File: src/rtl/dmem_arbiter.sv
// Two-requester round-robin arbiter in front of a 16x8 single-cycle data memory.
// Grants are combinational; read data, read-valid and access counters are registered per requester.

module dmem_arbiter_port #(
   parameter int DATA_W = 8,
   parameter int CNT_W  = 8
) (
   input  logic              clock,
   input  logic              reset,
   input  logic              gnt_i,
   input  logic              we_i,
   input  logic [DATA_W-1:0] rd_i,
   output logic              rvalid_o,
   output logic [DATA_W-1:0] rdata_o,
   output logic [CNT_W-1:0]  cnt_o
);

   logic              rvalid_q, rvalid_d;
   logic [DATA_W-1:0] rdata_q, rdata_d;
   logic [CNT_W-1:0]  cnt_q, cnt_d;

   always_comb begin
      rvalid_d = gnt_i & ~we_i;
      rdata_d  = rvalid_d ? rd_i : rdata_q;
      cnt_d    = cnt_q;
      // saturate rather than wrap so long runs stay visibly pegged
      if (gnt_i && (cnt_q != {CNT_W{1'b1}}))
         cnt_d = cnt_q + CNT_W'(1);
   end

   always_ff @(posedge clock or posedge reset) begin
      if (reset) begin
         rvalid_q <= 1'b0;
         rdata_q  <= '0;
         cnt_q    <= '0;
      end else begin
         rvalid_q <= rvalid_d;
         rdata_q  <= rdata_d;
         cnt_q    <= cnt_d;
      end
   end

   assign rvalid_o = rvalid_q;
   assign rdata_o  = rdata_q;
   assign cnt_o    = cnt_q;

endmodule

module dmem_arbiter #(
   parameter int ADDR_W = 4,
   parameter int DATA_W = 8,
   parameter int CNT_W  = 8
) (
   input  logic              clock,
   input  logic              reset,
   input  logic              req0,
   input  logic              req1,
   input  logic              we0,
   input  logic              we1,
   input  logic [ADDR_W-1:0] addr0,
   input  logic [ADDR_W-1:0] addr1,
   input  logic [DATA_W-1:0] wdata0,
   input  logic [DATA_W-1:0] wdata1,
   output logic              gnt0,
   output logic              gnt1,
   output logic              rvalid0,
   output logic              rvalid1,
   output logic [DATA_W-1:0] rdata0,
   output logic [DATA_W-1:0] rdata1,
   output logic [ADDR_W-1:0] mem_read_select,
   output logic [ADDR_W-1:0] mem_write_select,
   output logic [DATA_W-1:0] mem_inp,
   output logic              mem_write_en,
   input  logic [DATA_W-1:0] mem_data_read,
   output logic [CNT_W-1:0]  cnt0,
   output logic [CNT_W-1:0]  cnt1
);

   localparam int NUM_REQ = 2;

   logic [NUM_REQ-1:0]             req, we, gnt, rvalid;
   logic [NUM_REQ-1:0][ADDR_W-1:0] addr;
   logic [NUM_REQ-1:0][DATA_W-1:0] wdata, rdata;
   logic [NUM_REQ-1:0][CNT_W-1:0]  cnt;
   logic                           last_gnt_q, last_gnt_d;
   logic                           sel, any_gnt;

   assign req   = {req1, req0};
   assign we    = {we1, we0};
   assign addr  = {addr1, addr0};
   assign wdata = {wdata1, wdata0};

   // grants are masked during reset so an in-flight write never reaches memory
   always_comb begin
      gnt = '0;
      if (!reset) begin
         if (&req)
            gnt = last_gnt_q ? 2'b01 : 2'b10;
         else
            gnt = req;
      end
   end

   assign any_gnt    = |gnt;
   assign sel        = gnt[1];
   assign last_gnt_d = any_gnt ? sel : last_gnt_q;

   assign mem_read_select  = any_gnt ? addr[sel]  : '0;
   assign mem_write_select = any_gnt ? addr[sel]  : '0;
   assign mem_inp          = any_gnt ? wdata[sel] : '0;
   assign mem_write_en     = any_gnt & we[sel];

   always_ff @(posedge clock or posedge reset) begin
      if (reset) last_gnt_q <= 1'b1;
      else       last_gnt_q <= last_gnt_d;
   end

   for (genvar i = 0; i < NUM_REQ; i++) begin : g_port
      dmem_arbiter_port #(
         .DATA_W (DATA_W),
         .CNT_W  (CNT_W)
      ) u_port (
         .clock    (clock),
         .reset    (reset),
         .gnt_i    (gnt[i]),
         .we_i     (we[i]),
         .rd_i     (mem_data_read),
         .rvalid_o (rvalid[i]),
         .rdata_o  (rdata[i]),
         .cnt_o    (cnt[i])
      );
   end

   assign gnt0    = gnt[0];
   assign gnt1    = gnt[1];
   assign rvalid0 = rvalid[0];
   assign rvalid1 = rvalid[1];
   assign rdata0  = rdata[0];
   assign rdata1  = rdata[1];
   assign cnt0    = cnt[0];
   assign cnt1    = cnt[1];

endmodule

File: config.mk
export PLATFORM = sky130hd
export DESIGN_NAME = dmem_arbiter
export DESIGN_NICKNAME = d
export VERILOG_FILES = /design/src/rtl/dmem_arbiter.sv
export SDC_FILE = /design/constraint.sdc
export NUM_CORES = 1
export LEC_CHECK = 0
export ABC_AREA = 1
export BUFFER_PORTS_ARGS = -buffer_cell sky130_fd_sc_hd__buf_4
export CAP_MARGIN = 30
export CORE_MARGIN = 8
export CORE_UTILIZATION = 30
export DETAILED_ROUTE_END_ITERATION = 12
export PLACE_DENSITY = 0.63
export SLEW_MARGIN = 20
export SYNTH_ARGS = -nofsm -noshare
export SYNTH_HDL_FRONTEND = slang
export SYNTH_HIERARCHICAL = 1
export SYNTH_SLANG_ARGS = --single-unit
File: constraint.sdc
create_clock -name clock -period 1.3 [get_ports clock]
set_input_delay 0.13 -clock clock [delete_from_list [all_inputs] [get_ports clock]]
set_output_delay 0.13 -clock clock [all_outputs]
set_load 0.03 [all_outputs]
# After elaboration in Yosys (flattened, before gate mapping)

Index checks and enable logic that the tools add are counted.

Flip-flop bits (word level): 35
Bits of input ports: 38
Output and inout port bits: 53
Word-level logic and storage cells: 32

Add/sub/neg operators: 2
Magnitude comparators: 1
Equal/unequal tests: 2
Multiplexer cells: 11
Bitwise logic cells: 5
Reduce and logical (&&, ||, !) cells: 4

Operators with widths:

| cell                  | count |
|---|---|
| $mux W8               | 3 |
| $add A8 B1 Y8 const B | 2 |
| $ne A8 B8 Y1 const B  | 2 |
| $mux W4               | 3 |
| $mux W2               | 3 |
| $and A1 B1 Y1         | 3 |
| $logic_and A1 B1 Y1   | 2 |
| $lt A1 B2 Y1 const B  | 1 |
| $mux W1               | 2 |
| $not A1 Y1            | 2 |
| $reduce_and A2 Y1     | 1 |
| $reduce_or A2 Y1      | 1 |

# Logic depth before layout (Yosys ltp)

Gate-level depths: netlist (run 1).

Depth after elaboration: 6
Gate-level depth with buffers: 10
Depth with buffers taken out: 10

# Hierarchy

The synthesis (run 1) kept the hierarchy.

By module, submodules not included:

| module            | instances | cells each | area each (um^2) | sequential area each (um^2) |
|---|---|---|---|---|
| dmem_arbiter_port | 2         | 101        | 820.8            | 425.4 |
| dmem_arbiter      | 1         | 59         | 396.6            | 26.3 |

# Worst setup path before layout (run 1)

Ideal clock, no wire load.

Path kind: register -> register
Start point: register last_gnt_q
End point: register g_port[0].u_port.cnt_q[5]
Setup time: 0.118 ns
Data arrival time: 1.577 ns
Required time: 1.182 ns
Slack: -0.395 ns
Cell stages (with the launch flop): 11
Buffers on the path: 0
Period minus slack after synthesis: 1.695 ns
Path through: dfstp_2 > inv_1 > nand2_2 > and2_1 > nand2_1 > inv_1 > nand2_1 > nor2_2 > nand2_1 > nand2_1 > nand2_1

Word-level cells in the longest chain between the ends: 4

Ends and longest elaborated chain:

| item                   | RTL line | text |
|---|---|---|
| start, declared        | 85       | `logic last_gnt_q, last_gnt_d;` |
| start signal, assigned | 115      | `else last_gnt_q <= last_gnt_d;` |
| $mux W2                | 98       | `gnt = last_gnt_q ? 2'b01 : 2'b10;` |
| $mux W2                | 97       | `if (&req)` |
| $mux W2                | 96       | `if (!reset) begin` |
| net gnt0               | 64       | `output logic gnt0,` |
| $logic_and A1 B1 Y1    | 27       | `if (gnt_i && (cnt_q != {CNT_W{1'b1}}))` |
| end signal, assigned   | 39       | `cnt_q <= cnt_d;` |
| end, declared          | 20       | `logic [CNT_W-1:0] cnt_q, cnt_d;` |

The timed path passes the listed nets, and every way through them passes these cells.
A chain may end at the register's enable or synchronous reset.

# Worst setup path in the final report (run 1)

Start point: register last_gnt_q
End point: output mem_read_select[3]

Word-level cells in the longest chain between the ends: 6
Elaborated cells on any way between the ends: 7
Those cells by class: mux: 6; reduce/logical: 1

Ends and longest elaborated chain:

| item                                       | RTL line | text |
|---|---|---|
| $mux W2 (*)                                | 98       |  |
| $mux W2 (*)                                | 97       |  |
| $mux W2 (*)                                | 96       |  |
| $mux W4 (implied by the code) (2 in a row) | 108      | `assign mem_read_select = any_gnt ? addr[sel] : '0;` |
| $mux W4 (*)                                | 108      |  |
| end, declared                              | 70       | `output logic [ADDR_W-1:0] mem_read_select,` |

Every way passes the cells marked *; elsewhere a longest branch is shown, timed or not. The select of a mux whose other input is x is not followed.

==> results.ini, run 1 <==
[sta]
hold_viol = 0
rsz0062_at_grt = yes
holdWs_ns = 0.0491
worst_slack_ns = -0.265
min_period_over_period = 1.20
setup_viol = 40
maxSlewHeadroom = 0.841
final_max_slew_viol_count = 0
skew_ns = 0.00913
fmax_mhz = 639
worstMarginPinSlew_ns = 0.238
fin_crit_ns = 1.57

[synth]
synth_compound_gate_area_share = 0.00737
synth_fa_ha_area_frac = 0.0123
synth_area_leader_cell = dfrtp_1
synth_seq_cells = 35
synth.most_common_cell = nand2_1
synth-edff-count = 0
synthTopCellsByArea = dfrtp_1, nand2_1, nand3_2
synth.area.mux_share = 0
synth-async-reset-ratio = 1.00
synth_top_area_frac = 0.417
synth_top_family_by_area = simple AND/OR/NAND/NOR gates
synth-xor-area-share = 0.00859
syn_area_per_cell_um2 = 7.81
syn_area_um2 = 2040
synthTopCellsByCount = nand2_1, dfrtp_1, inv_1
synthFlopType = dfrtp_1
synth_cell_type_count = 23
yosysWarningCount = 6
synth_fp_nets = 301
synth-simple-area-share = 0.462
ys_seq_area_frac = 0.430
synthCells = 261

[layout]
synthToLayoutAreaGrowth_pct = 65.3
multi_input_area_um2 = 1180
diodes = 0
final_cells = 455
nets = 414
regArea_um2 = 882
fill_cells = 665
layout-drive-gt1-share = 0.507

[drt]
drtIter0Drc = 43
remaining_drc_errors = 0
num_vias = 2128
dr.pass1.iters = 4
vias_per_cell = 4.68
wl_um = 6580
ant_nets = 0
wl_per_cell_um = 14.5

[worst_setup_path]
crit_required_ns = 1.17
rr_startpoint = last_gnt_q
reg2reg_slack_ns = -0.19
cp.arrival_ns = 1.44
worstRegToRegCells = 11
worstReg2RegEnd = g_port[0].u_port/cnt_o[5]
criticalPathCategory = flip-flop to output port
crit_fanout = 7
end_kind = output port
cp-start-kind = flip-flop

[global_route]
grt_max_degree = 18
grt_pass1_wl_um = 10500
grt_usage = 0.132
grt-ovfl-total = 0
grt_pass1_vias = 2127
grt_antenna_before_repair = 0

[status]
status = finished with violations
violations = negative setup slack

[die]
row_count = 30
core_area_um2 = 6680
ios = 91
die_h_um = 98.4
die_x_um = 98.4
die_area_um2 = 9690
start_util = 0.305

[clock_tree]
cts_tree = done
htree_levels = 2
cts_buffers = 5
clock_latency_ns = 0.29
clock-sinks = 35
cts-root-buf = clkbuf_8
cts.path.max_buffers = 2
clkTransAtPathRegs_ns = 0.08

[placement]
place.gp.congestion = 0.758
numPortBuffers = 90
dpl.hpwl_um = 4740
dpl.cell_count = 439

[power]
p_leak_uw = 0.00176
vdd_drop_max_v = 0.000691
p_total_uw = 4570
power_density_nw_per_um2 = 1360

[worst_hold_path]
holdPathEnd = g_port[1].u_port/rdata_o[2]
min_from = mem_data_read[2]
hold_path.class = primary input to flip-flop
whs_path_depth = 3

[job]
max_cap_viol_count = 0

## layout by cell type, fill, tap and decap left out, types with 2 or more instances in the layout
| cell | n |
|---|---|
| nand2_1 | 95 |
| buf_4 | 84 |
| dfrtp_1 | 30 |
| buf_6 | 26 |
| nand2_2 | 19 |
| inv_1 | 17 |
| nand4_1 | 15 |
| nand3_1 | 15 |
| nor2_4 | 10 |
| nand3_2 | 10 |
| nand2_4 | 9 |
| clkbuf_8 | 5 |
| nand3b_1 | 4 |
| dfrtp_2 | 4 |
| nand3_4 | 3 |
| nor2_2 | 3 |
| clkinvlp_4 | 2 |
| inv_2 | 2 |
| inv_6 | 2 |
| nor2_8 | 2 |
| xor2_1 | 2 |
| nor2_1 | 2 |
| ha_1 | 2 |
## kinds of logic (layout without fill, tap and decap cells)
| family | Yosys count | after routing |
|---|---|---|
| and+or+nand+nor | 186 | 188 |
| AOI/OAI and AO/OA | 3 | 3 |
| DFF | 35 | 35 |
| buffers and inverters | 33 | 145 |
| xor gates and xnor gates | 2 | 2 |
| adders and majority gates | 2 | 2 |
## per-stage QoR
stage          worst slack, ns  TNS, ns  utilization  cell area (µm²)
6_report                -0.265    -6.55        0.504             3370
5_1_grt                 -0.310    -9.34        0.504             3370
4_1_cts                 -0.286    -7.02        0.492             3280
3_5_place_dp           -0.0667   -0.525        0.441             2950
3_3_place_gp           -0.0360   -0.267        0.441             2950
2_1_floorplan           -0.170    -2.23            -             2120
## power by group
group	total, µW	switching, µW	internal (µW)
clock	1010	435	578
combinational	2050	1210	844
sequential	1500	181	1320
total	4570	1820	2740
## worst max path at each step
stage                           from                          end  slack [ns]  cells past startpoint
after floorplan           last_gnt_q    g_port[1].u_port/cnt_o[6]       -0.17                      9
after global placement    last_gnt_q    g_port[0].u_port/cnt_o[5]       -0.04                     10
after detailed placement  last_gnt_q  g_port[0].u_port/rdata_o[2]       -0.07                      8
after CTS                 last_gnt_q           mem_read_select[3]       -0.29                      6
after global routing      last_gnt_q          mem_write_select[2]       -0.31                      6
final                     last_gnt_q           mem_read_select[3]       -0.27                      6
## what timing repair did
item | 4_1_cts | 5_1_grt
pin swaps | 9 | 9
gates resized for setup | 40 | 25
hold buffers | 1 | 0
buffers inserted | 4 | 1
hold endpoints to repair | 34 | 0
setup endpoints to repair | 34 | 52
gates cloned | 2 | 1
## layer usage
layer	vias up	wire length (µm)	global-route usage
met5	-	0	0
met1	1000	2950	0.160
met3	5	422	0.0423
met2	71	3160	0.221
li1	1052	-	-
met4	0	48	0.0319
## layout make-up
class | count | share of cell area
Tap cell | 80 | 0.0297
Timing Repair Buffer | 113 | 0.291
Clock inverter | 3 | 0.0137
Multi-Input combinational cell | 195 | 0.349
Clock buffer | 5 | 0.0204
Sequential cell | 35 | 0.262
Inverter | 24 | 0.0338
## critical path: stages (launching register included)
cell	delay, ns
dfstp_2	0.54
inv_2	0.05
nand2_4	0.10
buf_12	0.14
nand3_2	0.08
nand2_2	0.10
buf_6	0.14
## registers in the layout, indices dropped and copies added (netlist names)
register,count
g_port.u_port/cnt_o,16
g_port.u_port/rdata_o,16
last_gnt_q,1
g_port.u_port/rvalid_o,2
Note: power is estimated with default switching activity, not from simulation.
==> run 2: changes to the inputs <==
Settings changed: SETUP_SLACK_MARGIN set to 0.3.
==> results.ini, run 2 (synthesized netlist as in run 1, its figures left out) <==
[worst_hold_path]
hold_path.class = primary input to flip-flop

[worst_setup_path]
cp.arrival_ns = 1.47
end_kind = output port
criticalPathCategory = flip-flop to output port
reg2reg_slack_ns = -0.21
max_stage_delay_ns = 0.56
cp-start-kind = flip-flop
cpMostUsedCell = nand2_4
crit_slowest_cell = dfstp_2
cp_cell_sequence = inv_2 > nand2_4 > buf_12 > nand3_4 > nand2_4 > buf_6
crit_fanout = 7
crit_required_ns = 1.17

[global_route]
grt_pass1_vias = 2338
grt-ovfl-total = 0
grt_antenna_before_repair = 0
grt_pass1_wl_um = 11100
grt_max_degree = 18
grt_usage = 0.137

[sta]
fmax_mhz = 625
worstMarginPinSlew_ns = 0.243
fin_crit_ns = 1.60
holdWs_ns = 0.0493
min_period_over_period = 1.23
setup_viol = 38
hold_viol = 0
skew_ns = 0.00924
final_max_slew_viol_count = 0
maxSlewHeadroom = 0.838
rsz0062_at_grt = yes
worst_slack_ns = -0.300

[status]
violations = negative setup slack
status = finished with violations

[clock_tree]
clock-sinks = 35
htree_levels = 2
cts.path.max_buffers = 2
clkTransAtPathRegs_ns = 0.08
cts-root-buf = clkbuf_8
cts_buffers = 5
cts_tree = done
clock_latency_ns = 0.29

[die]
start_util = 0.305
die_h_um = 98.4
core_area_um2 = 6680
die_area_um2 = 9690
ios = 91
row_count = 30
die_x_um = 98.4

[drt]
num_vias = 2203
wl_per_cell_um = 14.0
drtIter0Drc = 46
ant_nets = 0
wl_um = 6700
vias_per_cell = 4.60
remaining_drc_errors = 0
dr.pass1.iters = 4

[layout]
nets = 438
fin_area_um2 = 3900
diodes = 0
layout-drive-gt1-share = 0.609
synthToLayoutAreaGrowth_pct = 91.5
final_common_cell = buf_4
layout_common_cells = buf_4, nand2_1, buf_6

[power]
p_total_uw = 5050
p_leak_uw = 0.00196
vdd_drop_max_v = 0.000854
power_density_nw_per_um2 = 1290

[placement]
placed_area_um2 = 3090
place.gp.congestion = 0.745
dpl.hpwl_um = 4800
numPortBuffers = 90

[job]
max_cap_viol_count = 0

[run 2: final cells by class]
| cell class | instances | area (µm²) |
|---|---|---|
| fillers | 587 | 2780 |
| well taps | 80 | 100 |
| multi-input cells | 194 | 1390 |
| repair buffers | 138 | 1300 |
| flip-flops and latches | 35 | 887 |
| inverters | 24 | 118 |
| clock inverters | 3 | 47.5 |
| clock buffers | 5 | 68.8 |
[run 2: stage by stage]
stage          setup WS, ns  std cells  setup TNS (ns)   util
2_1_floorplan        -0.157        261           -2.82      -
3_3_place_gp       -0.00867        433         -0.0521  0.463
3_5_place_dp        -0.0496        433          -0.339  0.463
4_1_cts              -0.312        463           -7.54  0.547
5_1_grt              -0.365        479          -10.92  0.584
6_report             -0.300        479           -8.21  0.584
[run 2: repair_timing]
action                                  CTS  global route
setup buffers                            20            15
hold buffers                              1             0
endpoints found under the setup margin   72            83
cloned                                    1             1
resized for setup                        75            38
pin swaps                                19            15
endpoints found under the hold margin    22             0
[run 2: power breakdown]
group	total, µW	leakage (µW)	internal, µW	switching [µW]
sequential	1580	0.000420	1330	250
clock	1010	0.0000587	581	431
combinational	2450	0.00148	1160	1290
total	5050	0.00196	3080	1970
[run 2: critical path, delay by kind of cell, from the launching register on]
kind	cells	cell delay, ns
DFF	1	0.56
and+or+nand+nor	3	0.27
buffers and inverters	3	0.35
[run 2: worst paths after layout]
| path | from | endpoint | cells past startpoint |
|---|---|---|---|
| worst min register to register | g_port[1].u_port/rdata_o[0] | g_port[1].u_port/rdata_o[0] | 2 |
| worst max-delay path | last_gnt_q | mem_write_select[0] | 6 |
| worst min-delay path | mem_data_read[6] | g_port[0].u_port/rdata_o[6] | 3 |
| worst max register to register | last_gnt_q | g_port[0].u_port/rdata_o[1] | 9 |
| max in group asynchronous | reset | g_port[0].u_port/rdata_o[4] | 4 |
| min in group asynchronous | reset | last_gnt_q | 3 |
[run 2: metal layers]
| layer | GRT usage | vias up | wire, µm |
|---|---|---|---|
| li1 | - | 1102 | - |
| met1 | 0.154 | 1034 | 2820 |
| met2 | 0.245 | 63 | 3450 |
| met3 | 0.0416 | 4 | 381 |
| met4 | 0.0354 | 0 | 51 |
| met5 | 0 | - | 0 |
==> run 3: changes to the inputs <==
==> constraint.sdc (replaced) <==
create_clock -name clock -period 1.3 [get_ports clock]
set_input_delay 0.195 -clock clock [delete_from_list [all_inputs] [get_ports clock]]
set_output_delay 0.195 -clock clock [all_outputs]
set_load 0.03 [all_outputs]
==> results.ini, run 3 (synthesized netlist as in run 1, its figures left out) <==
[status]
status = finished with violations
violations = negative setup slack

[die]
die_h_um = 98.4
die_x_um = 98.4
core_area_um2 = 6680
ios = 91
die_area_um2 = 9690
row_count = 30
start_util = 0.305

[worst_setup_path]
cp.arrival_ns = 1.45
cpMostUsedCell = nand2_4
cp_cell_sequence = inv_2 > nand2_4 > buf_4 > nand3_2 > nand2_4 > buf_6
criticalPathCategory = flip-flop to output port
startpoint = last_gnt_q
rr_startpoint = last_gnt_q
crit_slowest_cell = dfstp_2
reg2reg_slack_ns = -0.22
cp-start-kind = flip-flop
crit_family = flip-flops
critPathBufInv = 3
max_stage_delay_ns = 0.56
crit_required_ns = 1.11
end_kind = output port
crit_fanout = 4

[sta]
worst_slack_ns = -0.342
maxSlewHeadroom = 0.844
min_period_over_period = 1.26
skew_ns = 0.0163
holdWs_ns = 0.118
hold_viol = 0
worstMarginPinSlew_ns = 0.233
fin_crit_ns = 1.64
setup_viol = 37
rsz0062_at_grt = yes
final_max_slew_viol_count = 0
fmax_mhz = 609

[clock_tree]
htree_levels = 2
cts.path.max_buffers = 2
clkTransAtPathRegs_ns = 0.09
clock-sinks = 35
clock_latency_ns = 0.29
cts-root-buf = clkbuf_8
cts_tree = done
cts_buffers = 5

[global_route]
grt_pass1_wl_um = 11400
grt_antenna_before_repair = 0
grt-ovfl-total = 0
grt_usage = 0.142
grt_pass1_vias = 2379
grt_max_degree = 18

[drt]
remaining_drc_errors = 0
vias_per_cell = 4.64
dr.pass1.iters = 4
wl_um = 6700
drtIter0Drc = 34
num_vias = 2247
wl_per_cell_um = 13.8
ant_nets = 0

[layout]
final_common_cell = nand2_1
synthToLayoutAreaGrowth_pct = 91.2
layout-drive-gt1-share = 0.557
nets = 443
layout_common_cells = nand2_1, buf_4, buf_6
fin_area_um2 = 3900
fill_cells = 594
diodes = 0

[power]
p_leak_uw = 0.00197
vdd_drop_max_v = 0.000750
power_density_nw_per_um2 = 1310

[placement]
dpl.hpwl_um = 4730
placed_area_um2 = 3140
place.gp.congestion = 0.753
numPortBuffers = 90

[worst_hold_path]
hold_path.class = primary input to flip-flop
min_from = mem_data_read[5]

[job]
max_cap_viol_count = 0

==> run 3: cell count changes in the layout (fill, tap and decap cells not counted), moves of 2 or more <==
cell / change
nand2_1: +21
buf_12: +3
inv_4: +3
nand2_2: -18
inv_6: -3
nand2_8: +2
nand3_1: +2
nand2_4: -5
nand3_4: -3
==> run 3: where the power goes <==
group          internal (µW)  total, µW  switching [µW]
logic                   1230       2540            1310
registers               1330       1560             222
clock network            582       1030             446
total                   3140       5120            1980
==> run 3: cell type report <==
type,instances,area [µm²],share of cell area
Timing Repair Buffer,142,1370,0.351
Multi-Input combinational cell,195,1310,0.337
Sequential cell,35,888,0.228
Inverter,24,110,0.0283
Tap cell,80,100,0.0257
Clock buffer,5,68.8,0.0177
Clock inverter,3,47.5,0.0122
==> run 3: worst paths after layout <==
check                                         endpoint  depth (start not counted)
max                                       mem_write_en                          6
min                        g_port[1].u_port/rdata_o[5]                          3
max reg2reg                  g_port[0].u_port/cnt_o[5]                         11
min reg2reg                g_port[0].u_port/rdata_o[2]                          2
max in group asynchronous    g_port[1].u_port/cnt_o[4]                          4
min in group asynchronous                   last_gnt_q                          3
==> run 3: repair_timing <==
| action | CTS | global route |
|---|---|---|
| pin swaps | 17 | 10 |
| hold endpoints to repair | 34 | 0 |
| gates resized for setup | 74 | 10 |
| cloned | 3 | 0 |
| hold buffers | 1 | 0 |
| buffers inserted | 27 | 7 |
| setup endpoints to repair | 87 | 88 |
==> run 3: tightest hold or removal path, delay by kind of cell <==
family | cells | cell delay, ns
buffers and inverters | 1 | 0.09
and+or+nand+nor | 2 | 0.09
==> run 3: per-layer routing <==
metal,up-vias,wire length [µm],global-route usage
met2,78,3210,0.238
met1,1040,2750,0.158
met3,10,620,0.0592
met4,0,123,0.0484
met5,-,0,0
li1,1119,-,-
==> run 3: metrics by stage <==
stage / utilization / worst slack (ns) / power (µW) / setup TNS (ns) / instances
2_1_floorplan: - / -0.157 / 2690 / -3.01 / 261
3_3_place_gp: 0.470 / -0.0478 / 3430 / -0.671 / 438
3_5_place_dp: 0.470 / -0.0860 / 3460 / -1.34 / 438
4_1_cts: 0.570 / -0.361 / 5080 / -9.34 / 477
5_1_grt: 0.583 / -0.428 / 5420 / -11.90 / 484
6_report: 0.583 / -0.342 / 5120 / -8.84 / 484
